[src/rtl/display_scan_pkg.sv]
`default_nettype none
// ============================================================================
//  Module      : display_scan_pkg
//  Description : Shared constants and a helper function for the multiplexed
//                eight-digit hex display scanner. The package contains:
//                  c_NUM_DIGITS - number of scanned digits (8)
//                  c_NIBBLE_W   - width of one hex digit (4)
//                  c_VALUE_W    - width of the full display word (32)
//                  c_IDX_W      - width of the digit index (3)
//                  c_LAST_IDX   - index of the last digit in a frame
//                  c_SEL_RESET  - digit_sel value while in reset (digit 0 on)
//                  onecold_sel  - active-low one-hot select for a digit index
//  Revision    : 1.0 - initial release
// ============================================================================
package display_scan_pkg;

    localparam int unsigned c_NUM_DIGITS = 8;
    localparam int unsigned c_NIBBLE_W   = 4;
    localparam int unsigned c_VALUE_W    = 32;
    localparam int unsigned c_IDX_W      = 3;

    localparam logic [c_IDX_W-1:0]      c_LAST_IDX  = 3'd7;
    localparam logic [c_NUM_DIGITS-1:0] c_SEL_RESET = 8'hFE;

    // Active-low digit enable: every bit high except the selected digit.
    function automatic logic [c_NUM_DIGITS-1:0] onecold_sel(
        input logic [c_IDX_W-1:0] idx
    );
        logic [c_NUM_DIGITS-1:0] sel;
        sel      = '1;
        sel[idx] = 1'b0;
        return sel;
    endfunction

endpackage : display_scan_pkg
`default_nettype wire

[src/rtl/scan_prescaler.sv]
`default_nettype none
// ============================================================================
//  Module      : scan_prescaler
//  Description : Free-running prescaler for the display scanner. The counter
//                runs 0..DIV-1 and wraps; o_tick is high for the single cycle
//                in which the counter sits at DIV-1, so the digit index
//                advances once every DIV clocks.
//  Ports       : clk    - rising-edge clock
//                rst    - synchronous active-high reset (counter to 0)
//                o_tick - one-cycle-in-DIV advance strobe (combinational)
//  Parameters  : DIV    - clocks per digit, legal range 2..65535
//  Revision    : 1.0 - initial release
// ============================================================================
module scan_prescaler #(
    parameter int unsigned DIV = 50000
) (
    input  logic clk,
    input  logic rst,
    output logic o_tick
);

    // 16 bits covers the full legal DIV range.
    localparam int unsigned          c_PCNT_W = 16;
    localparam logic [c_PCNT_W-1:0]  c_LAST   = c_PCNT_W'(DIV - 1);
    localparam logic [c_PCNT_W-1:0]  c_ONE    = c_PCNT_W'(1);

    logic [c_PCNT_W-1:0] r_pcnt;
    logic                w_at_last;

    assign w_at_last = (r_pcnt == c_LAST);

    always_ff @(posedge clk) begin
        if (rst) begin
            r_pcnt <= '0;
        end else if (w_at_last) begin
            r_pcnt <= '0;
        end else begin
            r_pcnt <= r_pcnt + c_ONE;
        end
    end

    assign o_tick = w_at_last;

endmodule : scan_prescaler
`default_nettype wire

[src/rtl/display_scan.sv]
`default_nettype none
// ============================================================================
//  Module      : display_scan
//  Description : Time-multiplexed scanner for an eight-digit hex display.
//                A 32-bit value is captured into a shadow register on load
//                and promoted to the display register only at the frame wrap
//                (digit 7 -> digit 0), so a frame is never torn. Each digit
//                is held for DIV clocks; the select and data outputs are
//                registered and trail the digit index by one cycle.
//  Ports       : clk        - rising-edge clock
//                rst        - synchronous active-high reset
//                load       - single-cycle strobe capturing value
//                value      - eight hex nibbles, nibble 0 = bits 3:0
//                digit_data - nibble for the downstream segment decoder
//                digit_sel  - one-cold active-low digit enable
//                frame_done - one-cycle pulse after each 8-digit frame
//  Parameters  : DIV        - clocks each digit is held (2..65535)
//  Options     : LEADING_ZERO_BLANK_EN - when defined, slots above the most
//                significant non-zero nibble are blanked (digit_sel = 8'hFF);
//                digit 0 is always lit. Undefined: all digits always lit.
//  Revision    : 1.0 - initial release
// ============================================================================
module display_scan
    import display_scan_pkg::*;
#(
    parameter int unsigned DIV = 50000
) (
    input  logic                    clk,
    input  logic                    rst,
    input  logic                    load,
    input  logic [c_VALUE_W-1:0]    value,
    output logic [c_NIBBLE_W-1:0]   digit_data,
    output logic [c_NUM_DIGITS-1:0] digit_sel,
    output logic                    frame_done
);

    // ------------------------------------------------------------------
    // Digit-rate strobe
    // ------------------------------------------------------------------
    logic w_tick;

    scan_prescaler #(
        .DIV (DIV)
    ) u_prescaler (
        .clk    (clk),
        .rst    (rst),
        .o_tick (w_tick)
    );

    // ------------------------------------------------------------------
    // State
    // ------------------------------------------------------------------
    logic [c_IDX_W-1:0]      r_idx;
    logic                    r_pending;
    logic [c_VALUE_W-1:0]    r_shadow;
    logic [c_VALUE_W-1:0]    r_display;
    logic [c_NIBBLE_W-1:0]   r_digit_data;
    logic [c_NUM_DIGITS-1:0] r_digit_sel;
    logic                    r_frame_done;

    // The last tick of digit 7 closes the frame; this is the only point at
    // which the display register may change.
    logic w_wrap;
    assign w_wrap = w_tick && (r_idx == c_LAST_IDX);

    // ------------------------------------------------------------------
    // Next digit select (optionally with leading-zero blanking)
    // ------------------------------------------------------------------
    logic [c_NUM_DIGITS-1:0] w_sel_next;

`ifdef LEADING_ZERO_BLANK_EN
    // w_blank[k] is set when every nibble from k up to 7 is zero, i.e. the
    // slot holds a leading zero. Slot 0 is excluded so a zero value still
    // shows a single "0".
    logic [c_NUM_DIGITS-1:0] w_blank;

    assign w_blank[0] = 1'b0;

    for (genvar k = 1; k < c_NUM_DIGITS; k++) begin : g_blank
        assign w_blank[k] = ~|r_display[c_VALUE_W-1 : k*c_NIBBLE_W];
    end

    assign w_sel_next = w_blank[r_idx] ? '1 : onecold_sel(r_idx);
`else
    assign w_sel_next = onecold_sel(r_idx);
`endif

    // ------------------------------------------------------------------
    // Scanner
    // ------------------------------------------------------------------
    always_ff @(posedge clk) begin
        if (rst) begin
            r_idx        <= '0;
            r_pending    <= 1'b0;
            r_shadow     <= '0;
            r_display    <= '0;
            r_digit_data <= '0;
            r_digit_sel  <= c_SEL_RESET;
            r_frame_done <= 1'b0;
        end else begin
            r_frame_done <= w_wrap;

            if (w_tick) begin
                r_idx <= r_idx + 1'b1;
            end

            // Promotion uses the shadow as it was before this edge, so a
            // load coinciding with the wrap is held back one more frame.
            if (w_wrap && r_pending) begin
                r_display <= r_shadow;
            end

            // A load always leaves a pending value behind, even on the wrap;
            // otherwise the wrap consumes the pending flag.
            if (load) begin
                r_shadow  <= value;
                r_pending <= 1'b1;
            end else if (w_wrap) begin
                r_pending <= 1'b0;
            end

            // Outputs follow the index one cycle later. At the wrap the
            // display register and the index change on the same edge, so
            // digit 0 of the new frame already reads the promoted value.
            r_digit_sel  <= w_sel_next;
            r_digit_data <= r_display[{r_idx, 2'b00} +: c_NIBBLE_W];
        end
    end

    assign digit_data = r_digit_data;
    assign digit_sel  = r_digit_sel;
    assign frame_done = r_frame_done;

endmodule : display_scan
`default_nettype wire

[config.mk]
export PLATFORM = sky130hd
export DESIGN_NAME = display_scan
export DESIGN_NICKNAME = d
export VERILOG_FILES = /design/src/rtl/display_scan_pkg.sv /design/src/rtl/scan_prescaler.sv /design/src/rtl/display_scan.sv
export SDC_FILE = /design/constraint.sdc
export NUM_CORES = 1
export LEC_CHECK = 0
export CORE_ASPECT_RATIO = 0.6
export CORE_MARGIN = 2
export CORE_UTILIZATION = 45
export CTS_CLUSTER_DIAMETER = 50
export DETAILED_ROUTE_END_ITERATION = 10
export GPL_TIMING_DRIVEN = 0
export PLACE_DENSITY = 0.69
export SYNTH_ARGS = -nofsm -noshare
export SYNTH_HDL_FRONTEND = slang
export SYNTH_SLANG_ARGS = --single-unit
[constraint.sdc]
create_clock -name clk -period 2.15 [get_ports clk]
set_clock_uncertainty 0.2 [all_clocks]
set_input_delay 0.645 -clock clk [delete_from_list [all_inputs] [get_ports clk]]
set_output_delay 0.645 -clock clk [all_outputs]
set_load 0.1 [all_outputs]
=== Yosys cells after proc, flatten, opt, wreduce, memory -nomap -nowiden ===
Cells that the tools add are included.

* Flip-flop bits (word level): 97
* Latch bits: 0
* RAM bits: 0
* Memory bits (read-only): 0
* Input bits: 35
* Output and inout bits: 13
* Logic and storage cells: 25
* Memories: 0

* Add/subtract/negate cells: 2
* $mul: 0
* Div/mod/pow operators: 0
* Order comparisons: 2
* Equality and inequality tests: 2
* Shift operators: 1
* Muxes and demuxes: 4
* Bitwise logic cells: 1
* Reduce and logical (&&, ||, !) cells: 5

{| class="wikitable"
|+ Operators with widths
! kind !! count
|-
| $shiftx 32x6->4 || 1
|-
| $add 16x1->16 const B || 1
|-
| $eq 16x16->1 const B || 1
|-
| $not 8->8 || 1
|-
| $lt 3x4->1 const B || 1
|-
| $add 3x1->3 const B || 1
|-
| $demux 1 s3 || 1
|-
| $eq 3x3->1 const B || 1
|-
| $ge 3x1->1 const B || 1
|-
| $logic_and 1x1->1 || 3
|-
| $mux 1 || 3
|-
| $reduce_bool 2->1 || 1
|-
| $reduce_or 2->1 || 1
|}

=== Depth between registers and ports, before layout ===
Gate-level depths: netlist (run 1).

* Word-level depth: 5
* Depth in mapped cells: 7
* Gate-level depth less buffers: 5

=== Cells and area by module ===
From an unflattened synthesis (run 1), not the netlist that was laid out.

* Cells, all modules: 399
* Area, all modules: 3729.8 sq um

{| class="wikitable"
|+ By module, submodules not included
! module !! instances !! cells each !! area each (sq um) !! sequential area each (sq um)
|-
| display_scan || 1 || 318 || 3019.1 || 1621.6
|-
| scan_prescaler || 1 || 81 || 710.7 || 320.3
|}

=== Worst setup path before layout (run 1) ===
Ideal clock, no wire load.

* Path kind: register to register
* From: register u_prescaler.r_pcnt[11]
* To: register r_display[10]
* Setup time: 0.072 ns
* Arrival: 1.885 ns
* Required time: 1.878 ns
* Setup slack: -0.006 ns
* Cell stages (with the launch flop): 7
* Path buffers: 2
* Clock period less this slack: 2.156 ns
* Cells stage by stage: dfxtp_1 > or4_4 > nor4_4 > and3_1 > buf_6 > buf_12 > mux2i_1

* Longest elaborated chain between the ends: 3

{| class="wikitable"
|+ Ends and longest elaborated chain
! item !! line !! text
|-
| from (decl) || scan_prescaler.sv:27 || <nowiki>logic [c_PCNT_W-1:0] r_pcnt;</nowiki>
|-
| from (signal assigned) || scan_prescaler.sv:38 || <nowiki>r_pcnt <= r_pcnt + c_ONE;</nowiki>
|-
| $eq 16x16->1 || scan_prescaler.sv:30 || <nowiki>assign w_at_last = (r_pcnt == c_LAST);</nowiki>
|-
| $logic_and 1x1->1 || display_scan.sv:64 || <nowiki>assign w_wrap = w_tick && (r_idx == c_LAST_IDX);</nowiki>
|-
| $logic_and 1x1->1 || display_scan.sv:109 || <nowiki>if (w_wrap && r_pending) begin</nowiki>
|-
| to (signal assigned) || display_scan.sv:110 || <nowiki>r_display <= r_shadow;</nowiki>
|-
| to (decl) || display_scan.sv:56 || <nowiki>logic [c_VALUE_W-1:0] r_display;</nowiki>
|}

Every way passes these cells.
A chain may end at the register's enable or synchronous reset.

=== Worst setup path in the final report (run 1) ===
* From: register u_prescaler.r_pcnt[11]
* To: register r_display[4]

The elaborated chain is that of the path after synthesis.

==> results of run 1 <==
cell families (layout without fill, tap and decap cells):
family	count (synthesis)	in the layout	share of synthesized area
buffers and inverters	32	95	0.0453
flip-flops	97	97	0.478
adder cells (fa/ha/maj)	3	3	0.00924
XOR/XNOR	14	14	0.0302
AO/OA/AOI/OAI	4	4	0.00493
multiplexers	78	78	0.217
AND/OR/NAND/NOR	164	164	0.216
sequential cells by signal (all words and copies together), names as in the netlist:
register and cells:
digit_data 4, digit_sel 8, frame_done 1, r_display 32
r_idx 3, r_pending 1, r_shadow 32, u_prescaler.r_pcnt 16
final cells by class:
| class | count | area, sq um |
|---|---|---|
| buffer | 26 | 166 |
| clock buffer | 13 | 260 |
| clock inverter | 3 | 15.0 |
| fill | 752 | 3660 |
| inverter | 5 | 18.8 |
| multi-input combinational | 263 | 1960 |
| sequential | 97 | 1950 |
| tap | 112 | 140 |
| timing repair buffer | 48 | 493 |
how the worst max path moves through the flow:
| stage | start | to |
|---|---|---|
| floorplan | u_prescaler.r_pcnt[11] | u_prescaler.r_pcnt[10] |
| global placement | rst | r_shadow[12] |
| detailed placement | rst | r_shadow[14] |
| CTS | u_prescaler.r_pcnt[13] | r_display[4] |
| global route | u_prescaler.r_pcnt[0] | r_display[5] |
| finish | u_prescaler.r_pcnt[11] | r_display[4] |
Yosys cell counts (all sizes together):
cell and instances:
o21ai 2, nand4 3, clkbuf 20, or3 2, nand4b 1, inv 5
nor4 4, or4 2, and3 3, nand3 9, xnor2 9, xor2 5
and4 1, nor2b 3, buf 7, nor2 58, nand4bb 1, mux2i 70
dfxtp 97, ha 3, nand2 8, a21oi 2, nor3 4, mux4 8
nand2b 65
power by group through the flow:
stage	clock (uW)	sequential (uW)	combinational (uW)
detailed placement	0	1900	219
global placement	0	1900	214
floorplan	0	1900	127
CTS	1510	1860	225
global route	1590	1870	245
finish	1490	1860	223
stage by stage:
step                hold WS [ps]  total power, uW  worst slack, ps
detailed placement           246             2120             -247
CTS                          261             3600             7.24
global route                 291             3700            -15.5
finish                       257             3570             74.3
global placement             240             2120             -197
floorplan                    226             2020             13.8
routing by layer:
layer | share of wire | track usage | wire length (um)
met3 | 0.043 | 0.0572 | 361
met5 | 0 | 0 | 0
met4 | 0.012 | 0.0538 | 101
met2 | 0.40 | 0.255 | 3340
met1 | 0.55 | 0.275 | 4630
placed cells by master (no fill, tap or decap), types with 2 or more instances in the layout:
master / n
a21oi_1: 2
and3_1: 3
buf_12: 3
buf_4: 2
buf_6: 3
clkbuf_1: 18
clkbuf_16: 9
clkbuf_2: 4
clkbuf_8: 2
clkdlybuf4s15_2: 13
clkdlybuf4s50_1: 32
clkinv_2: 3
dfxtp_1: 95
ha_1: 2
inv_1: 5
mux2i_1: 70
mux4_2: 8
nand2_1: 8
nand2b_1: 64
nand3_1: 8
nand4_1: 3
nor2_1: 58
nor2b_1: 3
nor3_1: 4
nor4_1: 3
or3_1: 2
or4_4: 2
xnor2_1: 9
xor2_1: 5
critical path, cell delays in order, from the launching register on:
cell and delay, ps:
dfxtp_4 360, or4_4 530, nor4_4 190, and3_1 210, buf_6 160, buf_12 150
mux2i_1 190
what timing repair did:
item	4_1_cts	5_1_grt
setup buffers	1	1
pin swaps	2	3
cloned	1	0
endpoints found under the setup margin	55	41
gates resized for setup	46	12
==> results.tsv, run 1 <==
stage	metric	value	unit
outcome	status	finished clean	
grt	grt.total_usage	0.185	
die	dieArea	9830	sq um
sta	finalHoldViolations	0	
grt	grt_first_pass_wirelength	14100	um
pwr	seq_power_share	0.521	
setup_path	cp-end-kind	register	
pwr	pwr-share-clk	0.416	
clock_tree	htreeDepth	3	
min_path	holdPathStages	1	
logic_synthesis	synth_area	4060	sq um
setup_path	arrival	2140	ps
setup_path	r2r_setup_slack	70	ps
pwr	power_frac_comb	0.062	
pwr	power_density	715	nW/um^2
route	wl_per_cell	14.9	um
die	core_area	8650	sq um
placed_design	placedInstanceArea	4650	sq um
logic_synthesis	yosys-top-cells-area	dfxtp_1 48%, mux2i_1 17%, nand2b_1 10%, nor2_1 5.4%, mux4_2 4.4%	
die	die_w	127	um
sta	setup_viol	0	
placed_design	dp.cells	549	
logic_synthesis	syn-num-nets	430	
sta	slew_headroom	0.450	
grt	grt_max_degree	15	
setup_path	ff2ff_path_depth	6	
setup_path	r2r-start	u_prescaler.r_pcnt[11]	
clock_tree	clk_pin_slew	60	ps
clock_tree	cts_tree	yes	
placed_design	io_buffers	45	
final_layout	nNetsFinal	488	
logic_synthesis	synth.ff_latch_count	97	
grt	grt_antenna_before_repair	0	
min_path	hold_path_class	register to register	
sta	fin_tns_setup	0	ps
logic_synthesis	yosysWarnings	0	
die	rows	26	
final_layout	antennaDiodeCount	0	
grt	overflow	0	
final_layout	final_cells	567	
die	die_y	77.6	um
placed_design	dp_hpwl	6180	um
grt	grt_pass1_vias	2736	
sta	fmax	482	MHz
clock_tree	cts_hold_buf	0	
final_layout	syn2layout_area_growth	23.0	%
route	detail_route.vias_per_cell	5.01	
logic_synthesis	yosysUniqueCellTypes	31	
setup_path	reg2reg_to	r_display[4]	
logic_synthesis	yosysSeqAreaShare	0.478	
sta	min_period_over_period	0.965	
min_path	hold_path_startpoint	u_prescaler.r_pcnt[0]	
clock_tree	numCtsBuffers	9	
logic_synthesis	synth_top_area_frac	0.478	
final_layout	fin_util	0.577	
pwr	p_leak	0.00182	uW
setup_path	criticalPathCategory	register to register	
clock_tree	insertion_delay	340	ps
logic_synthesis	synth_top_area_cell	dfxtp_1	
final_layout	fin_area	5000	sq um
clock_tree	clk_path_buf_depth	2	
route	drtIter0Drc	148	
min_path	min_to	u_prescaler.r_pcnt[0]	
pwr	ir_worst_vdd	384	uV
sta	tightest_slew	826	ps
pwr	swShare	0.215	
sta	min_period	2080	ps
placed_design	place.gp.congestion	0.853	
route	drt-total-wl	8440	um
pwr	p_int	2810	uW
logic_synthesis	synth_area_per_cell	10.4	sq um
clock_tree	clockRootBuffer	clkbuf_16	
route	firstDrtPassIters	4	
route	vias	2843	
flow_run	drv_cap	0	
setup_path	startpoint_type	register	
die	initial_core_util	0.469	
die	io_pins	48	
setup_path	cp_max_fo	10	
sta	slew_violations	0	
logic_synthesis	synthCells	392	
route	ant_nets	0	
pwr	p_switching	769	uW
route	drc	0	
final_layout	final_layout_size_suffix_gt1_frac	0.121	
setup_path	required	2220	ps
clock_tree	clock-sinks	97	
No activity file was read; power rests on OpenSTA's default activity.
==> run 2, diff against run 1 <==
- CORE_UTILIZATION: 45 -> 50
- PLACE_DENSITY: 0.69 -> 0.75
==> results.tsv, run 2 (synthesis gave the netlist of run 1 again) <==
stage	metric	value	unit	change
final_layout	reg_top3	r_display (32), r_shadow (32), u_prescaler.r_pcnt (16)		
pwr	swShare	0.220		+0.00482
setup_path	startpoint_type	register		
setup_path	cp-end-kind	output pin		
placed_design	preCtsSetupSlack	-214	ps	+33.1 ps
min_path	hold_path_class	register to register		
die	io_pins	48		unchanged
sta	finalHoldViolations	0		unchanged
clock_tree	clk_path_buf_depth	2		unchanged
final_layout	final_layout_size_suffix_gt1_frac	0.125		+0.00412
route	wl_per_cell	14.5	um	-2.9%
final_layout	mostFrequentLayoutCells	95 x dfxtp_1, 69 x mux2i_1, 64 x nand2b_1		
die	die_w	120	um	-5.0%
setup_path	crit_buf_inv	1		-1
die	initial_core_util	0.515		+0.0459
clock_tree	clk_pin_slew	70	ps	about the same
pwr	p_switching	810	uW	+5.3%
flow_run	drv_cap	0		unchanged
final_layout	syn2layout_area_growth	24.5	%	
pwr	pwr-share-clk	0.433		+0.017
route	drtIter0Drc	145		-2.0%
clock_tree	insertion_delay	340	ps	about the same
final_layout	final_common_cell	dfxtp_1		
sta	fmax	481	MHz	-0.15%
outcome	status	finished clean		
sta	min_period	2080	ps	+3.11 ps
pwr	seq_power_share	0.507		-0.014
pwr	power_density	727	nW/um^2	+1.7%
route	drc	0		unchanged
setup_path	crit_chain	clkdlybuf4s15_2		
sta	setup_viol	0		unchanged
pwr	p_leak	0.00183	uW	+0.34%
route	detail_route.vias_per_cell	4.97		-0.85%
die	die_y	73.8	um	-4.9%
sta	rsz0062_at_grt	true		
setup_path	criticalPathCategory	register to output pin		
placed_design	io_buffers	45		unchanged
clock_tree	cts_hold_buf	0		unchanged
grt	grt_pass1_vias	2593		-5.2%
die	rows	25		-3.8%
pwr	p_int	2870	uW	+2.4%
final_layout	nNetsFinal	489		+0.20%
die	dieArea	8890	sq um	-9.6%
clock_tree	clockRootBuffer	clkbuf_16		
grt	grt.total_usage	0.196		+0.0111
sta	tightest_slew	794	ps	-32.1 ps
placed_design	place.gp.congestion	0.783		-8.3%
route	ant_nets	0		unchanged
setup_path	crit_family	buffers and inverters		
grt	grt_first_pass_wirelength	13200	um	-6.5%
sta	min_period_over_period	0.967		+0.00144
sta	slew_headroom	0.471		+0.0214
final_layout	fin_area	5060	sq um	+1.3%
setup_path	cp_max_fo	1		-9
clock_tree	cts_tree	yes		
grt	overflow	0		unchanged
route	drt-total-wl	8150	um	-3.4%
clock_tree	clock-sinks	97		unchanged
placed_design	dp_hpwl	5830	um	-5.6%
grt	grt_antenna_before_repair	0		unchanged
clock_tree	numCtsBuffers	9		unchanged
clock_tree	htreeDepth	3		unchanged
setup_path	critPathMaxStageDelay	550	ps	+20 ps
pwr	ir_worst_vdd	496	uV	+29%
grt	grt_max_degree	17		+2
sta	fin_ws	71.2	ps	-3.11 ps
setup_path	required	1300	ps	-920 ps
route	vias	2804		-1.4%
setup_path	slowest_stage	clkdlybuf4s15_2		
setup_path	arrival	1230	ps	-910 ps
placed_design	placedInstanceArea	4650	sq um	-0.11%
route	firstDrtPassIters	4		unchanged
pwr	power_frac_comb	0.060		-0.002
sta	slew_violations	0		unchanged
final_layout	antennaDiodeCount	0		unchanged
die	core_area	7880	sq um	-8.9%
-- run 2: cell types whose count changed in the layout (fill, tap and decap cells not counted), sizes merged --
cell | previous run | this run
clkinv | 3 | 2
clkbuf | 33 | 30
bufinv | 0 | 1
inv | 5 | 6
buf | 9 | 10
clkinvlp | 0 | 2
-- run 2: power by group through the flow --
stage	logic [uW]	registers, uW	clock network (uW)
2_1_floorplan	127	1900	0
3_3_place_gp	212	1900	0
3_5_place_dp	216	1900	0
4_1_cts	221	1860	1630
5_1_grt	245	1870	1690
6_report	222	1870	1590
-- run 2: path summary, 6_finish.rpt --
kind	from	to	slack [ps]	cells past startpoint
worst max-delay path	digit_data[2]	digit_data[2]	70	1
worst min register to register	r_display[8]	r_display[8]	270	2
worst min-delay path	r_display[8]	r_display[8]	270	2
worst max register to register	u_prescaler.r_pcnt[11]	r_display[7]	70	6
-- run 2: metrics by stage --
stage / TNS [ps] / hold WS [ps] / power [uW] / utilization / std cells
floorplan: 0 / 226 / 2020 / - / 392
global placement: -9190 / 239 / 2110 / 0.590 / 545
detailed placement: -10700 / 261 / 2120 / 0.590 / 545
CTS: 0 / 275 / 3710 / 0.634 / 563
global route: -72.1 / 302 / 3810 / 0.642 / 564
finish: 0 / 271 / 3680 / 0.642 / 564
-- run 2: per-layer routing --
layer  global-route usage  up-vias  wire length (um)
met3               0.0543        6               463
li1                     -     1430                 -
met5                    0        -                 0
met2                0.277       72              3330
met1                0.288     1296              4280
met4               0.0620        0                69
-- run 2: what timing repair did --
action,4_1_cts,5_1_grt
gates resized for setup,46,11
pin swaps,2,2
cloned,1,1
buffers inserted,1,0
setup endpoints to repair,55,38
-- run 2: area by class of cell --
cell class                      count  area (sq um)
Sequential cell                    97          1940
Clock buffer                       10           229
Tap cell                          108           135
Clock inverter                      6          67.6
Buffer                             27           184
Multi-Input combinational cell    263          1970
Fill cell                         644          2820
Timing Repair Buffer               48           507
Inverter                            5          18.8
==> run 3, diff against run 2 <==
- ABC_AREA: default -> 1
- PLACE_DENSITY: 0.75 -> 0.76
==> results.tsv, run 3 <==
stage	metric	value	unit	change
placed_design	preCtsSetupSlack	-196	ps	+17.8 ps
route	vias	3511		+25%
clock_tree	numCtsBuffers	9		unchanged
outcome	status	finished clean		
setup_path	crit_buf_inv	1		unchanged
sta	fin_ws	88.3	ps	+17.1 ps
setup_path	crit_chain	clkdlybuf4s15_2		
sta	rsz0062_at_grt	false		
sta	tightest_slew	544	ps	-250 ps
logic_synthesis	synth_most_common_cell	nor2_1		
setup_path	crit_family	buffers and inverters		
setup_path	required	1300	ps	about the same
clock_tree	htreeDepth	3		unchanged
grt	grt_antenna_before_repair	0		unchanged
grt	grt_first_pass_wirelength	15200	um	+15%
logic_synthesis	synth_area	3940	sq um	-2.9%
grt	grt_pass1_vias	3257		+26%
clock_tree	cts_tree	yes		
final_layout	fill_cells	719		+12%
pwr	fin_total_pwr	3910	uW	+6.3%
die	rows	25		unchanged
logic_synthesis	synthXorXnorAreaFrac	0.0133		-0.0169
sta	min_period_over_period	0.959		-0.00794
grt	overflow	0		unchanged
logic_synthesis	synth-simple-area-share	0.298		+0.0823
logic_synthesis	yosysWarnings	0		unchanged
logic_synthesis	synth_area_per_cell	7.11	sq um	-31%
route	drtIter0Drc	227		+57%
final_layout	mostFrequentLayoutCells	160 x nor2_1, 109 x nand2_1, 97 x dfxtp_1		
route	ant_nets	0		unchanged
die	die_y	72.8	um	-1.4%
pwr	p_leak	0.00221	uW	+21%
flow_run	drv_cap	0		unchanged
setup_path	cp-end-kind	output pin		
logic_synthesis	yosysUniqueCellTypes	27		-13%
logic_synthesis	synth_mux_area_frac	0		-0.217
final_layout	final_common_cell	nor2_1		
setup_path	criticalPathCategory	register to output pin		
route	drt-total-wl	9100	um	+12%
logic_synthesis	synth_top_area_frac	0.492		+0.0144
logic_synthesis	synth_ff_type	dfxtp_1		
logic_synthesis	synth-edff-count	0		unchanged
route	detail_route.vias_per_cell	4.84		-2.6%
logic_synthesis	yosysSeqAreaShare	0.492		+0.0144
final_layout	reg_top3	r_display (32), r_shadow (32), u_prescaler.r_pcnt (16)		
placed_design	dp_hpwl	6780	um	+16%
setup_path	cp_max_fo	1		unchanged
route	drc	0		unchanged
die	dieArea	8640	sq um	-2.8%
grt	grt_max_degree	16		-1
clock_tree	clock-sinks	97		unchanged
logic_synthesis	synth_compound_area_frac	0.102		+0.0966
final_layout	syn2layout_area_growth	24.5	%	about the same
placed_design	place.gp.congestion	0.878		+12%
sta	slew_headroom	0.636		+0.165
pwr	ir_worst_vdd	720	uV	+45%
sta	slew_violations	0		unchanged
sta	min_period	2060	ps	-17.1 ps
logic_synthesis	synth_top_family_by_area	simple AND/OR/NAND/NOR gates		
setup_path	slowest_stage	clkdlybuf4s15_2		
clock_tree	clockRootBuffer	clkbuf_16		
route	firstDrtPassIters	4		unchanged
logic_synthesis	async_flop_share	0		unchanged
logic_synthesis	synth_top_area_cell	dfxtp_1		
final_layout	fin_util	0.633		-0.00884
pwr	power_density	797	nW/um^2	+9.5%
clock_tree	insertion_delay	350	ps	about the same
clock_tree	clk_path_buf_depth	2		unchanged
die	initial_core_util	0.508		-0.00701
clock_tree	clk_pin_slew	60	ps	about the same
final_layout	final_layout_size_suffix_gt1_frac	0.0794		-0.0456
logic_synthesis	syn-num-nets	593		+38%
final_layout	seq_area	1940	sq um	-0.13%
final_layout	antennaDiodeCount	0		unchanged
sta	fmax	485	MHz	+0.83%
clock_tree	cts_hold_buf	0		unchanged
setup_path	arrival	1220	ps	about the same
logic_synthesis	synth.ff_latch_count	97		unchanged
grt	grt.total_usage	0.227		+0.0313
logic_synthesis	yosys-top-cells-area	dfxtp_1 49%, nor2_1 15%, nand2_1 10%, o21ai_0 6.1%, inv_1 5.0%		
die	die_w	119	um	-1.4%
setup_path	critPathMaxStageDelay	550	ps	about the same
logic_synthesis	synthAdderAreaFrac	0.00952		+0.000278
final_layout	nNetsFinal	650		+33%
logic_synthesis	synthCells	555		+42%
setup_path	startpoint_type	register		
final_layout	multi_input_area	1670	sq um	-16%
sta	finalHoldViolations	0		unchanged
min_path	hold_path_class	register to register		
logic_synthesis	yosys-top-cells-count	160 x nor2_1, 109 x nand2_1, 97 x dfxtp_1, 53 x inv_1, 48 x o21ai_0		
placed_design	io_buffers	46		+2.2%
route	wl_per_cell	12.5	um	-13%
die	core_area	7760	sq um	-1.6%
sta	setup_viol	0		unchanged
die	io_pins	48		unchanged
[run 3: cell count changes after synthesis, sizes merged, moves of 9 or more]
cell	previous run	this run
o211ai	0	9
nor2	58	163
nand2	8	111
mux2i	70	0
inv	5	55
a21oi	2	16
o21ai	2	48
nand2b	65	0
[run 3: report_power, final]
| group | switching (uW) | internal [uW] |
|---|---|---|
| combinational | 89.6 | 86.9 |
| sequential | 25.9 | 1840 |
| clock | 663 | 1200 |
| total | 778 | 3130 |
[run 3: cell families after synthesis]
logic type	Yosys count
and+or+nand+nor	294
AOI/OAI and AO/OA	75
xor gates and xnor gates	6
adders and majority gates	3
DFF	97
buffers and inverters	80
[run 3: final cells by class]
cell class | instances | share of cell area
Buffer | 24 | 0.0257
Sequential cell | 97 | 0.395
Multi-Input combinational cell | 378 | 0.339
Clock inverter | 4 | 0.0201
Timing Repair Buffer | 46 | 0.0971
Tap cell | 108 | 0.0275
Clock buffer | 12 | 0.0522
Inverter | 56 | 0.0428
[run 3: worst paths after layout]
check	start	to	slack [ps]	depth (start not counted)
worst min register to register	u_prescaler.r_pcnt[0]	u_prescaler.r_pcnt[0]	250	1
worst min-delay path	u_prescaler.r_pcnt[0]	u_prescaler.r_pcnt[0]	250	1
worst max register to register	u_prescaler.r_pcnt[0]	r_display[1]	270	7
worst max-delay path	digit_sel[1]	digit_sel[1]	90	1
[run 3: what timing repair did]
| item | in CTS | in global routing |
|---|---|---|
| setup buffers | 0 | 0 |
| resized for setup | 39 | 0 |
| endpoints found under the setup margin | 13 | 0 |
[run 3: per-layer routing]
layer	vias up	share of wire	GRT usage
li1	1832	-	-
met1	1591	0.49	0.310
met2	82	0.43	0.351
met3	6	0.071	0.0750
met4	0	0.0077	0.0556
met5	-	0	0
[run 3: through the flow]
| stage | cells | TNS (ps) | area [sq um] | hold WS, ps |
|---|---|---|---|---|
| final | 725 | 0 | 4910 | 254 |
| after global routing | 725 | 0 | 4910 | 288 |
| after CTS | 725 | 0 | 4910 | 253 |
| after detailed placement | 709 | -5780 | 4540 | 243 |
| after global placement | 709 | -4330 | 4540 | 232 |
| after floorplan | 555 | 0 | 3940 | 217 |
